## src/rtl/toggle_event_decoder.sv

```systemverilog
// Receiver for toggle-encoded events: synchronises the toggle line, converts
// each level change to a one-cycle pulse, counts events and queues them for a consumer.
module toggle_event_decoder #(
    parameter int SYNC_STAGES = 2,
    parameter int CNT_W       = 8,
    parameter int PEND_W      = 4
) (
    input  logic              clk,
    input  logic              reset,
    input  logic              tog_in,
    output logic              ev_pulse,
    output logic [CNT_W-1:0]  ev_count,
    output logic              ev_valid,
    input  logic              ev_ready,
    output logic [PEND_W-1:0] pending,
    output logic              overflow
);

    localparam logic [PEND_W-1:0] PEND_MAX = '1;
    localparam logic [PEND_W-1:0] PEND_ONE = {{(PEND_W-1){1'b0}}, 1'b1};
    localparam logic [CNT_W-1:0]  CNT_ONE  = {{(CNT_W-1){1'b0}}, 1'b1};

    logic [SYNC_STAGES-1:0] sync_r;
    logic                   sync_q;
    logic                   hist;
    logic                   tog_edge;
    logic                   inc;
    logic                   dec;

    assign sync_q   = sync_r[SYNC_STAGES-1];
    assign tog_edge = sync_q ^ hist;
    assign inc      = tog_edge;
    assign dec      = ev_valid && ev_ready;
    assign ev_valid = (pending != '0);

    // Bit 0 is the metastability-catching stage; the line shifts toward the MSB.
    always_ff @(posedge clk) begin
        if (reset) begin
            sync_r <= '0;
            hist   <= 1'b0;
        end else begin
            sync_r <= {sync_r[SYNC_STAGES-2:0], tog_in};
            hist   <= sync_q;
        end
    end

    always_ff @(posedge clk) begin
        if (reset) begin
            ev_pulse <= 1'b0;
            ev_count <= '0;
            pending  <= '0;
            overflow <= 1'b0;
        end else begin
            ev_pulse <= tog_edge;
            if (tog_edge)
                ev_count <= ev_count + CNT_ONE;
            // A simultaneous event and accept leaves the queue level unchanged,
            // so a full queue only loses an event when nothing drains that cycle.
            case ({inc, dec})
                2'b10: begin
                    if (pending == PEND_MAX)
                        overflow <= 1'b1;
                    else
                        pending <= pending + PEND_ONE;
                end
                2'b01:   pending <= pending - PEND_ONE;
                default: ;
            endcase
        end
    end

endmodule

```

## config.mk

```make
export PLATFORM = sky130hd
export DESIGN_NAME = toggle_event_decoder
export DESIGN_NICKNAME = d
export VERILOG_FILES = /design/src/rtl/toggle_event_decoder.sv
export SDC_FILE = /design/constraint.sdc
export NUM_CORES = 1
export LEC_CHECK = 0
export CORE_MARGIN = 2
export CORE_UTILIZATION = 51
export CTS_CLUSTER_SIZE = 30
export DETAILED_ROUTE_END_ITERATION = 8
export PLACE_DENSITY = 0.79
export SLEW_MARGIN = 30
export SYNTH_ARGS = -nofsm -noshare
export SYNTH_HDL_FRONTEND = slang
export SYNTH_SLANG_ARGS = --single-unit
```

## constraint.sdc

```tcl
create_clock -name clk -period 6.8 [get_ports clk]
set_clock_uncertainty 0.2 [all_clocks]
set_input_delay 1.36 -clock clk [delete_from_list [all_inputs] [get_ports clk]]
set_output_delay 1.36 -clock clk [all_outputs]
set_load 0.02 [all_outputs]
```

==> results of run 1 <==
-- area by class of cell --
cell class	count	area share, %
clock buffers	3	2.23
well taps	16	1.98
clock inverters	1	0.496
multi-input cells	66	43.0
repair buffers	18	17.8
flip-flops and latches	17	33.7
inverters	2	0.743
-- flip-flops by register name, indices dropped and copies added (netlist names) --
register,count
ev_count,8
sync_r,2
overflow,1
ev_pulse,1
hist,1
pending,4
-- path summary, 6_finish.rpt --
| check | slack [ns] | endpoint | start | cells past startpoint |
|---|---|---|---|---|
| setup / recovery | 3.37 | ev_valid | pending[1] | 2 |
| hold / removal | 0.27 | sync_r[1] | sync_r[0] | 1 |
| setup reg to reg | 4.32 | pending[2] | hist | 7 |
| hold reg to reg | 0.27 | sync_r[1] | sync_r[0] | 1 |
-- through the flow --
step	hold slack, ns	setup slack, ns	cells	utilization (%)
6_report	0.267	3.37	123	67.0
5_1_grt	0.294	3.31	123	67.0
4_1_cts	0.272	3.36	123	67.0
3_5_place_dp	0.256	3.40	119	65.2
3_3_place_gp	0.240	3.44	119	65.2
2_1_floorplan	0.214	3.89	91	-
-- synth_stat cells --
library cell                 n
sky130_fd_sc_hd__a211oi_2    1
sky130_fd_sc_hd__a21oi_1     3
sky130_fd_sc_hd__a21oi_2     1
sky130_fd_sc_hd__a31oi_1     2
sky130_fd_sc_hd__and2_1      1
sky130_fd_sc_hd__and3_1      1
sky130_fd_sc_hd__and4bb_2    1
sky130_fd_sc_hd__buf_2       1
sky130_fd_sc_hd__buf_6       1
sky130_fd_sc_hd__clkbuf_1    4
sky130_fd_sc_hd__dfxtp_1    17
sky130_fd_sc_hd__ha_1        2
sky130_fd_sc_hd__inv_1       2
sky130_fd_sc_hd__mux2_2      1
sky130_fd_sc_hd__mux2_4      1
sky130_fd_sc_hd__mux2i_1     1
sky130_fd_sc_hd__nand2_1     7
sky130_fd_sc_hd__nand2b_1    2
sky130_fd_sc_hd__nand3_1     2
sky130_fd_sc_hd__nand4_1     2
sky130_fd_sc_hd__nand4b_1    1
sky130_fd_sc_hd__nor2_1     11
sky130_fd_sc_hd__nor2b_1     4
sky130_fd_sc_hd__nor3_1      5
sky130_fd_sc_hd__o2111ai_1   1
sky130_fd_sc_hd__o21ai_0     4
sky130_fd_sc_hd__o31ai_1     3
sky130_fd_sc_hd__or3_1       1
sky130_fd_sc_hd__or4_4       1
sky130_fd_sc_hd__xnor2_1     3
sky130_fd_sc_hd__xor2_1      3
sky130_fd_sc_hd__xor2_2      1
-- critical path: stages (launching register included) --
cell and delay, ns:
sky130_fd_sc_hd__dfxtp_1 0.44, sky130_fd_sc_hd__or4_4 0.58, sky130_fd_sc_hd__clkdlybuf4s50_1 0.56
-- logic make-up after synthesis --
group,after synthesis,share of synthesized area (%)
adders and majority gates,2,3.08
buffers and inverters,8,4.77
and+or+nand+nor,39,25.1
AOI/OAI and AO/OA,15,12.3
muxes,3,4.46
DFF,17,41.8
xor gates and xnor gates,7,8.46
-- where the power goes --
group	switching (mW)	internal (mW)
combinational	0.0571	0.0657
clock	0.0326	0.0219
sequential	0.0247	0.110
total	0.114	0.198
-- routing by layer --
layer  up-vias  global-route usage [%]  wire length (um)
li1        344                       -                 -
met1       314                    24.6               729
met2        13                    25.3               703
met3         2                    6.25                77
met4         0                    6.67                13
met5         -                       0                 0
-- layout by cell type, fill, tap and decap left out, types with 2 or more instances in the layout --
cell type,synthesis,layout
sky130_fd_sc_hd__clkbuf_4,0,3
sky130_fd_sc_hd__ha_1,2,2
sky130_fd_sc_hd__nand4_1,2,2
sky130_fd_sc_hd__xor2_1,3,3
sky130_fd_sc_hd__nand2_1,7,7
sky130_fd_sc_hd__clkdlybuf4s50_1,0,18
sky130_fd_sc_hd__inv_1,2,2
sky130_fd_sc_hd__nor2b_1,4,4
sky130_fd_sc_hd__nand3_1,2,2
sky130_fd_sc_hd__nor2_1,11,11
sky130_fd_sc_hd__nor3_1,5,5
sky130_fd_sc_hd__xnor2_1,3,3
sky130_fd_sc_hd__dfxtp_1,17,17
sky130_fd_sc_hd__o31ai_1,3,3
sky130_fd_sc_hd__a21oi_1,3,3
sky130_fd_sc_hd__nand2b_1,2,2
sky130_fd_sc_hd__a31oi_1,2,2
sky130_fd_sc_hd__o21ai_0,4,4
==> summary.json, run 1 <==
{
  "run_status": {"value": "finished clean"},
  "place.port_buffers": {"value": 18},
  "power.ir.vdd_worst": {"value": 0.237, "unit": "mV"},
  "static-leakage-power": {"value": 0.370, "unit": "nW"},
  "clkSinkCount": {"value": 17},
  "synth.yosys.seq_area_share": {"value": 41.8, "unit": "%"},
  "cts_setup_buffers": {"value": 0},
  "criticalPathCategory": {"value": "reg2out"},
  "die_w": {"value": 43.9, "unit": "um"},
  "synth_cells": {"value": 91},
  "synth_area_leaders": {"value": "sky130_fd_sc_hd__dfxtp_1 42%, sky130_fd_sc_hd__nor2_1 5.1%, sky130_fd_sc_hd__nand2_1 3.2%"},
  "fmax": {"value": 0.292, "unit": "GHz"},
  "via_per_inst": {"value": 5.47},
  "synth.lib_cells_used.distinct": {"value": 32},
  "critPathLaunchType": {"value": "register"},
  "floorplan.die.height": {"value": 43.9, "unit": "um"},
  "postSynthNetCount": {"value": 97},
  "antenna_found_initial": {"value": 0},
  "hp-class": {"value": "reg2reg"},
  "final_area": {"value": 0.00101, "unit": "mm^2"},
  "detail_route.wl_per_cell": {"value": 12.4, "unit": "um"},
  "maxCapViolCount": {"value": 0},
  "number_of_max_slew_violations_in_the_final_report": {"value": 0},
  "ff_latch_area": {"value": 340, "unit": "um^2"},
  "clock_insertion_delay_worst_skew": {"value": 0.29, "unit": "ns"},
  "yosys.area.top_type_share": {"value": 41.8, "unit": "%"},
  "vias": {"value": 673},
  "grtUsageTotal": {"value": 17.8, "unit": "%"},
  "hold_fix_buffer_count_after_cts": {"value": 0},
  "dp.final_hpwl": {"value": 1.08, "unit": "mm"},
  "global_route_wire_length_before_repair": {"value": 2.55, "unit": "mm"},
  "syn-cell-area": {"value": 813, "unit": "um^2"},
  "n_antenna_cell": {"value": 0},
  "tritoncts_clock_tree": {"value": "done"},
  "dieArea": {"value": 0.00193, "unit": "mm^2"},
  "io-pin-count": {"value": 19},
  "core.rowCount": {"value": 14},
  "overflow": {"value": 0},
  "max_slew_margin": {"value": 46.7, "unit": "%"},
  "drt_first_pass_iters": {"value": 3},
  "clock_tree.buffer_depth": {"value": 2},
  "fin_tns_setup": {"value": 0, "unit": "ns"},
  "postCtsResizedCells": {"value": 0},
  "final-setup-viol-count": {"value": 0},
  "grt_start_max_net_pins": {"value": 21},
  "floorplan.initialDensity": {"value": 54.0, "unit": "%"},
  "worstPathArrival": {"value": 1.87, "unit": "ns"},
  "post_route_cells_drive_above_1_share": {"value": 10.3, "unit": "%"},
  "share_of_the_clock_period_used_by_the_worst_path": {"value": 50.4, "unit": "%"},
  "area_growth": {"value": 24.2, "unit": "%"},
  "average_cell_area_after_synthesis": {"value": 8.94, "unit": "um^2"},
  "detailed_place.area": {"value": 982, "unit": "um^2"},
  "vias_in_the_first_global_route": {"value": 585},
  "report.final.hold_viol_count": {"value": 0},
  "synth_seq_cells": {"value": 17},
  "gp_congestion": {"value": 0.723},
  "worstPathRequired": {"value": 5.24, "unit": "ns"},
  "clk_pin_slew_worst_paths": {"value": 0.10, "unit": "ns"},
  "finalCriticalPeriod": {"value": 3.43, "unit": "ns"},
  "finish.net_count": {"value": 114},
  "library_cell_occupying_the_most_area_in_the_post_synthesis_netlist": {"value": "sky130_fd_sc_hd__dfxtp_1"},
  "cts-buffers-inserted": {"value": 3},
  "post-layout-total-power": {"value": 312, "unit": "uW"},
  "cp-end-kind": {"value": "output pin"},
  "clk_root_buffer_cell": {"value": "sky130_fd_sc_hd__clkbuf_4"},
  "crit_fanout": {"value": 12},
  "drt-total-wl": {"value": 1.52, "unit": "mm"},
  "synth.yosys.warnings": {"value": 0},
  "drt_iter0_drc": {"value": 7},
  "power.density_cell_area": {"value": 309, "unit": "mW/mm^2"},
  "route.antenna.remaining_nets": {"value": 0},
  "core": {"value": 0.00151, "unit": "mm^2"},
  "route.detailed.drc": {"value": 0},
  "number_of_h_tree_levels": {"value": 1},
  "multi_input_logic_area": {"value": 434, "unit": "um^2"},
  "rsz_0062_raised_after_global_routing": {"value": "no"},
  "worstMarginPinSlew": {"value": 0.793, "unit": "ns"},
  "filler_cell_count": {"value": 114}
}
(Power assumes the default switching activity.)
==> run 2: changes to the inputs <==
Settings changed: CORE_UTILIZATION 51 to 47, PLACE_DENSITY 0.79 to 0.74.
Clock period 6.8 ns to 3.3 ns, I/O delays scaled along.
==> summary.json, run 2 (synthesis gave the netlist of run 1 again) <==
{
  "cp-end-kind": {"value": "output pin"},
  "tritoncts_clock_tree": {"value": "done"},
  "hp-class": {"value": "reg2reg"},
  "final_area": {"value": 0.00102, "unit": "mm^2"},
  "detailed_place.area": {"value": 991, "unit": "um^2"},
  "cp-startpoint": {"value": "pending[1]"},
  "route.detailed.drc": {"value": 0},
  "cts_setup_buffers": {"value": 0},
  "hold_path_depth": {"value": 1},
  "die_w": {"value": 45.6, "unit": "um"},
  "clock_insertion_delay_worst_skew": {"value": 0.28, "unit": "ns"},
  "worstRegToRegCells": {"value": 6},
  "most-common-layout-cells": {"value": "18 x sky130_fd_sc_hd__clkdlybuf4s50_1, 17 x sky130_fd_sc_hd__dfxtp_1, 11 x sky130_fd_sc_hd__nor2_1, 7 x sky130_fd_sc_hd__nand2_1, 5 x sky130_fd_sc_hd__nor3_1"},
  "placed_cells": {"value": 121},
  "rr_startpoint": {"value": "pending[1]"},
  "max_slew_margin": {"value": 56.0, "unit": "%"},
  "static-leakage-power": {"value": 0.372, "unit": "nW"},
  "grtUsageTotal": {"value": 16.5, "unit": "%"},
  "core.rowCount": {"value": 15},
  "share_of_the_clock_period_used_by_the_worst_path": {"value": 82.7, "unit": "%"},
  "floorplan.initialDensity": {"value": 48.7, "unit": "%"},
  "via_per_inst": {"value": 5.39},
  "reg_top3": {"value": "ev_count (8), pending (4), sync_r (2)"},
  "run_status": {"value": "finished clean"},
  "route.antenna.remaining_nets": {"value": 0},
  "core": {"value": 0.00167, "unit": "mm^2"},
  "number_of_h_tree_levels": {"value": 1},
  "rsz_0062_raised_after_global_routing": {"value": "no"},
  "reg2reg_slack": {"value": 0.89, "unit": "ns"},
  "power.switching": {"value": 231, "unit": "uW"},
  "hold_fix_buffer_count_after_cts": {"value": 0},
  "place.port_buffers": {"value": 18},
  "worstPathRequired": {"value": 2.44, "unit": "ns"},
  "critPathLaunchType": {"value": "register"},
  "worstPathArrival": {"value": 1.87, "unit": "ns"},
  "crit-reg2reg-capture": {"value": "pending[2]"},
  "layout.cells.most_common": {"value": "sky130_fd_sc_hd__clkdlybuf4s50_1"},
  "report.final.hold_viol_count": {"value": 0},
  "cp-endpoint": {"value": "ev_valid"},
  "gp_congestion": {"value": 0.882},
  "post_layout_nonfiller_instances": {"value": 125},
  "vias_in_the_first_global_route": {"value": 564},
  "antenna_found_initial": {"value": 0},
  "drt-total-wl": {"value": 1.53, "unit": "mm"},
  "io-pin-count": {"value": 19},
  "clkSinkCount": {"value": 17},
  "global_route_wire_length_before_repair": {"value": 2.45, "unit": "mm"},
  "maxCapViolCount": {"value": 0},
  "n_antenna_cell": {"value": 0},
  "criticalPathCategory": {"value": "reg2out"},
  "power_report.internal_total": {"value": 410, "unit": "uW"},
  "finalCriticalPeriod": {"value": 2.73, "unit": "ns"},
  "cts-buffers-inserted": {"value": 3},
  "number_of_max_slew_violations_in_the_final_report": {"value": 0},
  "crit_fanout": {"value": 12},
  "finalCoreUtilization": {"value": 60.9, "unit": "%"},
  "power.ir.vdd_worst": {"value": 0.321, "unit": "mV"},
  "power.density_cell_area": {"value": 630, "unit": "mW/mm^2"},
  "overflow": {"value": 0},
  "fin_tns_setup": {"value": 0, "unit": "ns"},
  "postCtsResizedCells": {"value": 0},
  "final-setup-viol-count": {"value": 0},
  "clock_power_share": {"value": 16.7, "unit": "%"},
  "grt_start_max_net_pins": {"value": 21},
  "regMostFlops": {"value": "ev_count"},
  "post_route_cells_drive_above_1_share": {"value": 10.2, "unit": "%"},
  "vias": {"value": 674},
  "finish.net_count": {"value": 115},
  "area_growth": {"value": 25.1, "unit": "%"},
  "fmax": {"value": 0.366, "unit": "GHz"},
  "clock_tree.buffer_depth": {"value": 2},
  "clk_pin_slew_worst_paths": {"value": 0.09, "unit": "ns"},
  "share_comb_of_total_power": {"value": 40.4, "unit": "%"},
  "dp.final_hpwl": {"value": 1.10, "unit": "mm"},
  "detail_route.wl_per_cell": {"value": 12.3, "unit": "um"},
  "largest_register_ffs": {"value": 8},
  "pwr-share-seq": {"value": 42.9, "unit": "%"},
  "drt_iter0_drc": {"value": 10},
  "worstMarginPinSlew": {"value": 0.658, "unit": "ns"},
  "floorplan.die.height": {"value": 45.6, "unit": "um"},
  "dieArea": {"value": 0.00208, "unit": "mm^2"},
  "drt_first_pass_iters": {"value": 4},
  "clk_root_buffer_cell": {"value": "sky130_fd_sc_hd__clkbuf_4"},
  "power.switching_fraction": {"value": 36.1, "unit": "%"}
}
==> run 2: cell types whose count changed in the layout (fill, tap and decap cells not counted) <==
| cell | delta |
|---|---|
| sky130_fd_sc_hd__clkinv_2 | -1 |
| sky130_fd_sc_hd__clkbuf_1 | +1 |
| sky130_fd_sc_hd__buf_4 | +1 |
==> run 2: layer usage <==
layer	track usage (%)	vias to the layer above	share of wire, %
met2	22.5	15	45
met5	0	-	0
met4	4.71	0	1.5
met3	7.54	4	4.1
met1	23.1	303	49
li1	-	352	-
==> run 2: worst min-delay path by stage <==
stage          startpoint   endpoint  slack (ns)
6_report        sync_r[0]  sync_r[1]        0.26
2_1_floorplan   sync_r[0]  sync_r[1]        0.21
5_1_grt         sync_r[0]  sync_r[1]        0.29
4_1_cts         sync_r[0]  sync_r[1]        0.27
3_5_place_dp    sync_r[0]  sync_r[1]        0.24
3_3_place_gp    sync_r[0]  sync_r[1]        0.23
==> run 2: area by class of cell <==
cell class | count | area [um^2]
timing repair buffer | 19 | 188
clock buffer | 4 | 26.3
sequential | 17 | 340
tap | 17 | 21.3
multi-input combinational | 66 | 434
fill | 153 | 653
inverter | 2 | 7.51
==> run 2: through the flow <==
step	hold WS, ns	worst slack, ns	power [mW]
6_report	0.261	0.571	0.641
5_1_grt	0.292	0.509	0.683
4_1_cts	0.267	0.574	0.646
3_5_place_dp	0.243	0.577	0.537
3_3_place_gp	0.234	0.662	0.534
2_1_floorplan	0.214	0.948	0.457
==> run 2: power by group through the flow <==
stage                     clock [mW]  combinational [mW]  sequential, mW
after floorplan                    0               0.180           0.276
after global placement             0               0.256           0.278
after detailed placement           0               0.258           0.279
after CTS                      0.111               0.260           0.274
after global routing           0.122               0.281           0.280
final                          0.107               0.259           0.275
==> run 2: worst max-delay path, stage by stage, from the launching register on <==
cell and delay [ns]:
sky130_fd_sc_hd__dfxtp_1 0.43, sky130_fd_sc_hd__or4_4 0.59, sky130_fd_sc_hd__clkdlybuf4s50_1 0.56
==> RTL edit 1, RTL diff (flow settings as in run 2) <==
Make the reset (`reset`) asynchronous in 2 clocked blocks.
--- a/src/rtl/toggle_event_decoder.sv
+++ b/src/rtl/toggle_event_decoder.sv
@@ -34,7 +34,7 @@
     assign ev_valid = (pending != '0);
 
     // Bit 0 is the metastability-catching stage; the line shifts toward the MSB.
-    always_ff @(posedge clk) begin
+    always_ff @(posedge clk or posedge reset) begin
         if (reset) begin
             sync_r <= '0;
             hist   <= 1'b0;
@@ -44,7 +44,7 @@
         end
     end
 
-    always_ff @(posedge clk) begin
+    always_ff @(posedge clk or posedge reset) begin
         if (reset) begin
             ev_pulse <= 1'b0;
             ev_count <= '0;
Behaviour: differs if reset is asserted again (counterexample within 4 cycles, from zero or initial values and one cycle with reset high); with reset held inactive, the same outputs for 10 cycles.
==> RTL edit 1 against run 2 <==
Utilization is 5.2 points higher; sequential cell count stayed put; wire length is 20% lower; worst setup slack better by 0.047 ns; total power is 49% higher; cell area is 0.98% lower; synthesized area is 4.0% lower; critical path type unchanged; critical endpoint unchanged; largest power group is now combinational cells; highest routed layer unchanged.
==> RTL edit 1: results (changes against run 2) <==
| Metric | Value |
|---|---|
| Dpl hpwl | `925.7 um (-16%)` |
| Detailed Routing Iterations Pass 1 | `3 (-1)` |
| Post-CTS sizing | `0 (unchanged)` |
| Register area share after synthesis | `0.5449 (+0.1264)` |
| R2R Path End | `pending[3]` |
| Detailed Route WL | `1222 um (-20%)` |
| Worst-Margin Slew | `0.6155 ns (-0.04217 ns)` |
| Post-synthesis cell type count | `22 (-31%)` |
| Final layout net count | `89 (-23%)` |
| Gp weighted congestion | `0.7873 (-11%)` |
| Worst reg2reg startpoint | `pending[2]` |
| Syn_nets | `66 (-32%)` |
| Largest net degree at the start of global routing | `18 (-14%)` |
| Layout cell share with drive strength beyond 1 | `0.1250 (+0.02315)` |
| Xor/xnor cell area share of the yosys netlist | `0.1474 (+0.06282)` |
| FF-to-FF setup slack | `0.82 ns (-0.07 ns)` |
| First-pass GRT wire length | `2125 um (-13%)` |
| WL/cell | `12.73 um (+3.8%)` |
| Status | `finished, final reports clean` |
| Place WS | `0.4360 ns (-0.1414 ns)` |
| Placed Cells | `92 (-24%)` |
| P_leak | `0.4475 nW (+20%)` |
| Vias in the first global route | `490 (-13%)` |
| Critical path arrival | `1.82 ns (-0.05 ns)` |
| Top FF cell, synth | `dfrtp_1` |
| Die width | `44.76 um (-1.8%)` |
| Most frequent cells after synthesis | `dfrtp_1, xnor2_1, inv_1, nand3_1` |
| Routed vias | `496 (-26%)` |
| Area contributors post-synth | `dfrtp_1, xnor2_1, ha_1` |
| Asr flop ratio synth | `1.000 (+1.000)` |
| Root buffer cell | `clkbuf_4` |
| Post-Synth Adder-Cell Area | `0.07372 (+0.04295)` |
| Synth Instances | `58 (-36%)` |
| Worst hold path cell count | `0 (-1)` |
| Mux cell area share after synthesis | `0.05929 (+0.01468)` |
| Compound-Gate Fraction of Synth Area | `0.04647 (-0.07660)` |
| Slack of the critical path | `0.6185 ns (+0.04704 ns)` |
| Worst-path fanout max | `6 (-6)` |
| Hold endpoint | `sync_r[1]` |
| Maximum VDD drop | `0.3884 mV (+21%)` |
| Hold Startpoint | `sync_r[0]` |
| R2R depth | `8 (+2)` |
RTL edit 1: worst max-delay path by stage:
stage,startpoint,endpoint,slack (ns),cells past startpoint
2_1_floorplan,pending[2],pending[3],0.92,8
3_5_place_dp,ev_ready,pending[3],0.44,9
6_report,pending[2],ev_valid,0.62,2
5_1_grt,pending[2],ev_valid,0.55,2
4_1_cts,pending[2],ev_valid,0.60,2
3_3_place_gp,ev_ready,pending[3],0.46,9
RTL edit 1: cells by family after synthesis:
group | after synthesis
XOR/XNOR | 11
AND/OR/NAND/NOR | 14
flip-flops | 17
AO/OA/AOI/OAI | 4
adder cells (fa/ha/maj) | 4
buffers and inverters | 4
multiplexers | 4
RTL edit 1: layer usage:
layer	wire (um)	GRT usage
met1	552	0.2027
met2	602	0.2319
met3	54	0.03600
met4	12	0.05455
met5	0	0
RTL edit 1: critical path, stage by stage, from the launching register on:
cell and delay (ns):
dfrtp_1 0.45, or4_1 0.55, clkdlybuf4s50_1 0.55
RTL edit 1: final cells by class:
type	count	area, um2
clock buffers	4	26.28
fillers	113	516.7
inverters	4	15.01
multi-input cells	37	340.3
flip-flops and latches	17	425.4
well taps	16	20.02
repair buffers	18	180.2
RTL edit 1: report_power, final:
group | leakage (nW) | internal, mW | total [mW] | switching [mW]
combinational | 0.228 | 0.252 | 0.469 | 0.217
clock | 0.0150 | 0.0468 | 0.105 | 0.0587
sequential | 0.205 | 0.285 | 0.383 | 0.0979
total | 0.448 | 0.584 | 0.958 | 0.374
RTL edit 1: through the flow:
stage / util / hold slack (ns) / cell area, um2
finish: 0.6609 / 0.1568 / 1007
global route: 0.6609 / 0.1728 / 1007
CTS: 0.6609 / 0.1587 / 1007
detailed placement: 0.6437 / 0.1373 / 980.9
global placement: 0.6437 / 0.1350 / 980.9
floorplan: - / 0.1312 / 780.7
==> RTL edit 2, RTL diff (config.mk and constraints of run 2) <==
Without the edit above. The parameter `PEND_W` goes from 4 to 5.
--- a/src/rtl/toggle_event_decoder.sv
+++ b/src/rtl/toggle_event_decoder.sv
@@ -3,7 +3,7 @@
 module toggle_event_decoder #(
     parameter int SYNC_STAGES = 2,
     parameter int CNT_W       = 8,
-    parameter int PEND_W      = 4
+    parameter int PEND_W      = 5
 ) (
     input  logic              clk,
     input  logic              reset,
Interface: changed (resized pending); port bits go from 19 to 20. The function was not compared with the original's and may differ.
==> RTL edit 2 against run 2 <==
Utilization grew 3.9 points; cell area grew 8.9%; non-clock buffer count is the same; total power grew 21%; final cell count grew 4.8%; worst setup slack lost 0.061 ns; wire length grew 3.1%; sequential cell count grew 1; die area grew 4.5%; synthesized area grew 4.9%; highest routed layer unchanged.
==> RTL edit 2: results (changes against run 2) <==
| Metric | Value |
|---|---|
| Number of port buffers | `19 (+1)` |
| Syn avg cell area | `10.16 um2 (+14%)` |
| Largest net degree at the start of global routing | `18 (-14%)` |
| Maximum VDD drop | `0.4323 mV (+35%)` |
| Vias per cell | `4.924 (-8.7%)` |
| Clk pwr | `0.130 mW (+21%)` |
| Met1 WL | `731 um (-3.6%)` |
| R2R Path End | `pending[4]` |
| Largest regs | `ev_count: 8 flops, pending: 5 flops, sync_r: 2 flops` |
| Vias in the first global route | `603 (+6.9%)` |
| Fin Hold WS | `0.2599 ns (-0.001182 ns)` |
| Register area share after synthesis | `0.4223 (+0.003826)` |
| Total track usage | `0.1727 (+0.007523)` |
| Area contributors post-synth | `dfxtp_1, xor2_1, ha_1` |
| Worst reg2reg startpoint | `pending[0]` |
| Worst path slowest cell | `clkdlybuf4s50_1` |
| Status | `finished, final reports clean` |
| Most frequent cells after synthesis | `dfxtp_1, nor2_1, xor2_1` |
| Dpl hpwl | `1220 um (+11%)` |
| Detailed Route Iter0 Violations | `4 (-6)` |
| Total Power | `0.7769 mW (+21%)` |
| Largest stage delay, worst path | `0.50 ns (-0.09 ns)` |
| Finished Layout Cells | `131 (+4.8%)` |
| Gp weighted congestion | `0.7747 (-12%)` |
| Post-synthesis cell type count | `29 (-9.4%)` |
| GRT met2 Usage | `0.2889 (+0.06354)` |
## RTL edit 2: area by class of cell
class                   instances  share of cell area
clock buffers                   4             0.03277
inverters                       1            0.003390
multi-input cells              64              0.4384
flip-flops and latches         18              0.3254
well taps                      25             0.02825
repair buffers                 19              0.1718
## RTL edit 2: kinds of logic (layout without fill, tap and decap cells)
kind of cell    count (synthesis)  in the layout  synth area share
simple gates                   34             34            0.2097
flops                          18             18            0.4223
compound gates                 13             13            0.1305
xor+xnor                       11             11            0.1349
fa+ha+maj                       5              5           0.08211
buf+inv                         2             24          0.008789
mux                             1              1           0.01173
## RTL edit 2: worst max-delay path by stage
stage / start / endpoint / slack, ns
floorplan: pending[0] / pending[4] / 0.89
global placement: ev_ready / pending[4] / 0.28
detailed placement: ev_ready / pending[4] / 0.19
CTS: ev_ready / pending[4] / 0.50
global route: ev_ready / pending[4] / 0.25
finish: ev_ready / pending[4] / 0.51
